`config.mk`:
```
export PLATFORM = sky130hd
export DESIGN_NAME = time_bcd_keeper_flat
export DESIGN_NICKNAME = d
export VERILOG_FILES = /design/src/rtl/time_bcd_keeper_if.sv /design/src/rtl/time_bcd_keeper.sv /design/src/flat_wrapper.sv
export SDC_FILE = /design/constraint.sdc
export NUM_CORES = 1
export LEC_CHECK = 0
export CAP_MARGIN = 20
export CORE_MARGIN = 10
export CORE_UTILIZATION = 57
export DETAILED_ROUTE_END_ITERATION = 8
export PLACE_DENSITY = 0.94
export SLEW_MARGIN = 10
export SYNTH_ARGS = -nofsm -noshare
export SYNTH_HDL_FRONTEND = slang
export SYNTH_SLANG_ARGS = --single-unit
```
`constraint.sdc`:
```
create_clock -name clock -period 3 [get_ports clock]
set_input_delay 0.3 -clock clock [delete_from_list [all_inputs] [get_ports clock]]
set_output_delay 0.3 -clock clock [all_outputs]
set_load 0.05 [all_outputs]
```
`src/rtl/time_bcd_keeper_if.sv`:
```
// Control inputs and BCD/display outputs of the wall-clock timekeeping stage.
// The master side drives run/clear/buttons/disp_sel and the keeper answers on the slave side.
interface time_bcd_keeper_if;
    logic        run;
    logic        clear;
    logic        btn_min;
    logic        btn_hour;
    logic        disp_sel;
    logic [7:0]  sec_bcd;
    logic [7:0]  min_bcd;
    logic [7:0]  hour_bcd;
    logic [15:0] disp_word;
    logic        sec_pulse;
    logic        colon;

    modport master (
        output run, clear, btn_min, btn_hour, disp_sel,
        input  sec_bcd, min_bcd, hour_bcd, disp_word, sec_pulse, colon
    );

    modport slave (
        input  run, clear, btn_min, btn_hour, disp_sel,
        output sec_bcd, min_bcd, hour_bcd, disp_word, sec_pulse, colon
    );
endinterface

```
`src/rtl/time_bcd_keeper.sv`:
```
// One-second prescaler plus HH:MM:SS packed-BCD counters with synchronised set buttons.
// Feeds the seven-segment driver with a selectable digit word, a colon blink and a seconds strobe.
module time_bcd_keeper #(
    parameter int TICK_DIV = 65536
) (
    input  logic              clock,
    input  logic              reset,
    time_bcd_keeper_if.slave  bus
);
    localparam int              PW   = (TICK_DIV > 2) ? $clog2(TICK_DIV) : 1;
    localparam logic [PW-1:0]   LAST = PW'(TICK_DIV - 1);
    localparam logic [PW-1:0]   HALF = PW'(TICK_DIV / 2);

    logic [PW-1:0] prescaler;
    logic [PW-1:0] prescaler_next;
    logic [7:0]    sec_q, min_q, hour_q;
    logic [7:0]    sec_inc, min_inc, hour_inc;
    logic          sec_wrap, min_wrap;
    logic          tick, min_edge, hour_edge, min_carry, hour_carry;
    logic          sec_pulse_q, colon_q;
    logic [2:0]    min_sync, hour_sync;

    // BCD +1 over 00..59; the top bit flags the wrap back to 00.
    function automatic logic [8:0] inc60(input logic [7:0] v);
        if (v[3:0] == 4'd9) begin
            if (v[7:4] == 4'd5) return 9'h100;
            return {1'b0, v[7:4] + 4'd1, 4'd0};
        end
        return {1'b0, v[7:4], v[3:0] + 4'd1};
    endfunction

    function automatic logic [7:0] inc24(input logic [7:0] v);
        if (v == 8'h23) return 8'h00;
        if (v[3:0] == 4'd9) return {v[7:4] + 4'd1, 4'd0};
        return {v[7:4], v[3:0] + 4'd1};
    endfunction

    // A button edge already moves its field by one, so it swallows the carry from below.
    always_comb begin
        tick                = bus.run && (prescaler == LAST);
        {sec_wrap, sec_inc} = inc60(sec_q);
        {min_wrap, min_inc} = inc60(min_q);
        hour_inc            = inc24(hour_q);
        min_edge            = min_sync[1] & ~min_sync[2];
        hour_edge           = hour_sync[1] & ~hour_sync[2];
        min_carry           = tick & sec_wrap;
        hour_carry          = min_carry & min_wrap & ~min_edge;

        prescaler_next = prescaler;
        if (bus.clear)
            prescaler_next = '0;
        else if (bus.run)
            prescaler_next = (prescaler == LAST) ? '0 : prescaler + 1'b1;
    end

    always_ff @(posedge clock or negedge reset) begin
        if (!reset) begin
            prescaler   <= '0;
            sec_q       <= 8'h00;
            min_q       <= 8'h00;
            hour_q      <= 8'h00;
            sec_pulse_q <= 1'b0;
            colon_q     <= 1'b1;
            min_sync    <= 3'b000;
            hour_sync   <= 3'b000;
        end else begin
            prescaler   <= prescaler_next;
            colon_q     <= (prescaler_next < HALF);
            sec_pulse_q <= tick & ~bus.clear;
            min_sync    <= {min_sync[1:0], bus.btn_min};
            hour_sync   <= {hour_sync[1:0], bus.btn_hour};
            if (bus.clear) begin
                sec_q  <= 8'h00;
                min_q  <= 8'h00;
                hour_q <= 8'h00;
            end else begin
                if (tick)                     sec_q  <= sec_inc;
                if (min_edge || min_carry)    min_q  <= min_inc;
                if (hour_edge || hour_carry)  hour_q <= hour_inc;
            end
        end
    end

    assign bus.sec_bcd   = sec_q;
    assign bus.min_bcd   = min_q;
    assign bus.hour_bcd  = hour_q;
    assign bus.sec_pulse = sec_pulse_q;
    assign bus.colon     = colon_q;
    assign bus.disp_word = bus.disp_sel ? {min_q, sec_q} : {hour_q, min_q};
endmodule
```
`src/flat_wrapper.sv`:
```
// flat-port wrapper written by rule: the top's interface ports become plain ports
module time_bcd_keeper_flat 
#(
    parameter int TICK_DIV = 65536
)
  (clock, reset, bus_run, bus_clear, bus_btn_min, bus_btn_hour, bus_disp_sel, bus_sec_bcd, bus_min_bcd, bus_hour_bcd, bus_disp_word, bus_sec_pulse, bus_colon);
  time_bcd_keeper_if bus_i ();
  input  logic clock;
  input  logic reset;
  input wire logic [$bits(bus_i.run)-1:0] bus_run;
  input wire logic [$bits(bus_i.clear)-1:0] bus_clear;
  input wire logic [$bits(bus_i.btn_min)-1:0] bus_btn_min;
  input wire logic [$bits(bus_i.btn_hour)-1:0] bus_btn_hour;
  input wire logic [$bits(bus_i.disp_sel)-1:0] bus_disp_sel;
  output wire logic [$bits(bus_i.sec_bcd)-1:0] bus_sec_bcd;
  output wire logic [$bits(bus_i.min_bcd)-1:0] bus_min_bcd;
  output wire logic [$bits(bus_i.hour_bcd)-1:0] bus_hour_bcd;
  output wire logic [$bits(bus_i.disp_word)-1:0] bus_disp_word;
  output wire logic [$bits(bus_i.sec_pulse)-1:0] bus_sec_pulse;
  output wire logic [$bits(bus_i.colon)-1:0] bus_colon;
  assign bus_i.run = bus_run;
  assign bus_i.clear = bus_clear;
  assign bus_i.btn_min = bus_btn_min;
  assign bus_i.btn_hour = bus_btn_hour;
  assign bus_i.disp_sel = bus_disp_sel;
  assign bus_sec_bcd = bus_i.sec_bcd;
  assign bus_min_bcd = bus_i.min_bcd;
  assign bus_hour_bcd = bus_i.hour_bcd;
  assign bus_disp_word = bus_i.disp_word;
  assign bus_sec_pulse = bus_i.sec_pulse;
  assign bus_colon = bus_i.colon;
  time_bcd_keeper #(.TICK_DIV(TICK_DIV)) u_core (.clock(clock), .reset(reset), .bus(bus_i));
endmodule
```
==> results.txt <==
The average wire per cell in the routed design came out at 17.1 µm. The largest net degree at the start of global routing came out at 49. The dominant combinational cell family by area after synthesis is simple AND/OR/NAND/NOR gates. Setup violations remaining at the end of the flow were counted as 0.

The cell that appears most often on the critical path is sky130_fd_sc_hd__clkdlybuf4s50_1. The cell total after placement came out at 380. The multiplexer fraction of the synthesized cell area came out at 4.91%. The adder-cell share of the synthesized area is 5.97%.

The highest achievable clock rate is 419 MHz. The layout has 352 filler cells. The cell area after technology mapping is 0.00273 mm².

The share of the synthesized area in compound gates (AO/OA/AOI/OAI) is 18.7%. Data on the critical path arrives at its endpoint at 2080 ps. The worst setup path is launched from a primary input.

The worst path buffer plus inverter count is 3. The first-pass GRT wire length is 10,500 µm. The number of synthesized flops with an enable pin came out at 0. The count of nets left with antenna violations once routing finished came out at 0. IR analysis of the VDD net gives a maximum drop of 243 µV.

The fraction of final layout cells sized beyond drive strength 1 is 10.1%. The buffer count from post-CTS setup fixing came out at 0. In the synthesized netlist the async set-or-reset flop fraction comes to 100%. The number of global-route vias before repair is 2,278. Walking the worst path, the cells encountered are clkdlybuf4s50_1 -> buf_4 -> mux2_2 -> clkdlybuf4s50_1. The number of different library cells used by synthesis comes to 56. The post-synthesis net count came out at 304. The final antenna diode count came out at 0. The setup slack at placement came out at 404 ps. The effective utilization at floorplan is 58.1%. The final max-slew violation count came to 0. After the last flow step, the layout net total stands at 354. In this run the worst path has a maximum fanout of 21. The initial detailed-routing violation count is 123. The checks that failed: hold timing.

After floorplanning, the core was sized to cover 0.00469 mm². The routed via count divided by cell count is 6.31. The area added between synthesis and finish is 23.6%. The share of the clock period used by the worst path after layout is 79.5%. The hold slack came out at -22.3 ps.

The clock drives 48 sinks. The remaining design rule violation count is 0. The die covers 0.00795 mm². The overall global routing resource usage is 16.6%. The fraction of synthesized cell area in xor and xnor cells is 0.964%. The worst relative slew slack is 48.8%.

The H-tree was split into 2 levels. After Yosys synthesis, and, or, nand and nor cells account for 22.0% of the synthesized area. The delay contributed by the slowest stage of the critical path came out at 700 ps. The worst clock skew is 13.3 ps.

The number of hold-repair buffers added at the cts stage is 0. The worst-path cell with the longest stage delay is sky130_fd_sc_hd__clkdlybuf4s50_1. The setup TNS came out at 0 ps.

The post-synthesis sequential area ratio came out at 44.1%. The number of core rows is 25. Of the post-synthesis cell area, the dominant cell type holds 43.2%. The iteration count of the initial detailed-routing pass came out at 4. The minimum clock period after layout came out at 2380 ps. The initial antenna violation count is 0. The die span in y is 89.1 µm. The actual slew at the worst max-slew pin is 766 ps. The detailed placement HPWL came out at 4870 µm. By count the netlist is led by sky130_fd_sc_hd__dfrtp_1 (47), sky130_fd_sc_hd__nand2_1 (26), sky130_fd_sc_hd__o21ai_0 (26).

Setup repair after global routing left no endpoint under its margin. The number of standard cells after synthesis is 284. The final cell count without fillers is 389. The maximum buffer depth of the clock tree is 2. After synthesis the netlist holds a flip-flop and latch count of 48. The total via count in the routed design is 2,454.

The analysis attributes to cell leakage a power of 1.39 nW. The most common cell in the synthesized netlist is sky130_fd_sc_hd__dfrtp_1. Yosys attributes the largest share of cell area to sky130_fd_sc_hd__dfrtp_1 (43%), sky130_fd_sc_hd__ha_1 (6.0%), sky130_fd_sc_hd__o21ai_0 (4.8%), sky130_fd_sc_hd__mux2_2 (4.5%), sky130_fd_sc_hd__a21oi_1 (4.2%). The critical path in this run is classified as in -> out.

The final core utilization came out at 71.8%. The clock-pin transition on the worst setup and hold timing paths is 80 ps. For this block, the routed nets add up to 6640 µm of wire. The design draws 1.21 mW. The quantity of gates resized following cts is 0. The clock root buffer master is sky130_fd_sc_hd__clkbuf_8.

The number of maximum-capacitance violations came out at 0. The run finished, with violations left. Counting the buffers created by CTS gives 5. The post-synthesis cell type with the largest combined area is sky130_fd_sc_hd__dfrtp_1. The capturing element type of the critical path is a primary output. The number of warnings reported in the yosys synthesis log came out at 0. Among cell families on the critical path, the largest total delay comes from buffers and inverters. The die outline width came out at 89.1 µm. The final hold violation count is 22. The tightest min-delay check is of the in -> async type. The clock tree from TritonCTS is built. Port buffering added 48 buffers. The total grt overflow is 0. The routability congestion estimate from global placement is 0.883. The power density relative to cell area is 361 mW/mm².

The worst path meets setup with 616 ps of slack. The worst-skew pair later-pin latency is 310 ps. The top-level port count is 49.

The most instantiated flip-flop cell in the synthesis netlist is sky130_fd_sc_hd__dfrtp_1. Each instance of the synthesized netlist takes up on average 9.60 µm². STA puts the critical path data required time at 2700 ps.
[registers in the layout, summed over array words and instances (netlist names)]
register / count
u_core.bus.min_bcd: 8
u_core.bus.hour_bcd: 8
u_core.bus.sec_bcd: 8
u_core.hour_sync: 3
u_core.bus.sec_pulse: 1
u_core.min_sync: 3
u_core.bus.colon: 1
u_core.prescaler: 16
[final cells by class]
cell class              count  area (µm²)  area share, %
clock inverters             1        5.00          0.149
flip-flops and latches     48        1200           35.7
inverters                  12        45.0           1.34
clock buffers               7        76.3           2.27
multi-input cells         213        1430           42.5
well taps                  54        67.6           2.01
repair buffers             54         541           16.0
[placed cells by master (no fill, tap or decap), types with 3 or more instances in the layout]
cell type,synthesis,layout
sky130_fd_sc_hd__dfrtp_1,47,47
sky130_fd_sc_hd__nand4_1,5,5
sky130_fd_sc_hd__nand2_1,26,26
sky130_fd_sc_hd__nand3_1,11,11
sky130_fd_sc_hd__ha_1,13,13
sky130_fd_sc_hd__or4_1,7,7
sky130_fd_sc_hd__and3b_1,4,4
sky130_fd_sc_hd__o21ai_0,26,26
sky130_fd_sc_hd__nand2b_1,4,4
sky130_fd_sc_hd__or3_1,7,7
sky130_fd_sc_hd__a31oi_1,9,9
sky130_fd_sc_hd__clkbuf_8,0,5
sky130_fd_sc_hd__clkdlybuf4s50_1,0,47
sky130_fd_sc_hd__o31ai_1,4,4
sky130_fd_sc_hd__nor2_1,17,17
sky130_fd_sc_hd__buf_4,1,5
sky130_fd_sc_hd__and3_1,3,3
sky130_fd_sc_hd__inv_1,12,12
sky130_fd_sc_hd__mux2_2,11,11
sky130_fd_sc_hd__a21oi_1,23,23
[power breakdown]
group	switching [mW]	internal, mW
Combinational	0.105	0.0563
Sequential	0.0178	0.661
Clock	0.211	0.164
[stage by stage]
stage	cell area [µm²]	hold WS, ps
after floorplan	2730	4.41
after global placement	3260	334
after detailed placement	3260	336
after CTS	3340	207
after global routing	3370	6.86
final	3370	-22.3
[worst register-to-register path, cell delays in order (launching register included)]
cell and delay (ps):
sky130_fd_sc_hd__dfrtp_1 460, sky130_fd_sc_hd__inv_1 80, sky130_fd_sc_hd__ha_1 150, sky130_fd_sc_hd__and3b_1 310, sky130_fd_sc_hd__and2_1 320, sky130_fd_sc_hd__a21boi_1 280
sky130_fd_sc_hd__or4_1 540, sky130_fd_sc_hd__a21oi_1 140
[per-layer routing]
metal  vias to the layer above  wire length (µm)  GRT usage [%]
li1                       1157                 -              -
met1                      1219              2770           18.0
met2                        60              3390           30.4
met3                        18               317           3.46
met5                         -                 0              0
met4                         0               162           6.94
[kinds of logic after synthesis]
family                   count (synthesis)
AO/OA/AOI/OAI                           80
XOR/XNOR                                 3
adder cells (fa/ha/maj)                 13
AND/OR/NAND/NOR                        105
multiplexers                            12
buffers and inverters                   23
flip-flops                              48
[path summary, 6_finish.rpt]
| check | slack, ps | cells past startpoint | endpoint | from |
|---|---|---|---|---|
| worst max-delay path | 620 | 4 | bus_disp_word[11] | bus_disp_sel |
| worst min-delay path | -20 | 1 | u_core.bus.hour_bcd[6]$_DFFE_PN0P_ | reset |
| worst max register to register | 640 | 7 | u_core.bus.min_bcd[7]$_DFFE_PN0P_ | u_core.bus.sec_bcd[1]$_DFFE_PN0P_ |
| worst min register to register | 360 | 0 | u_core.hour_sync[1]$_DFF_PN0_ | u_core.hour_sync[0]$_DFF_PN0_ |
| max in group asynchronous | 2500 | 2 | u_core.prescaler[1]$_DFFE_PN0P_ | reset |
| min in group clock | 360 | 0 | u_core.hour_sync[1]$_DFF_PN0_ | u_core.hour_sync[0]$_DFF_PN0_ |
Note: power is estimated with default switching activity, not from simulation.
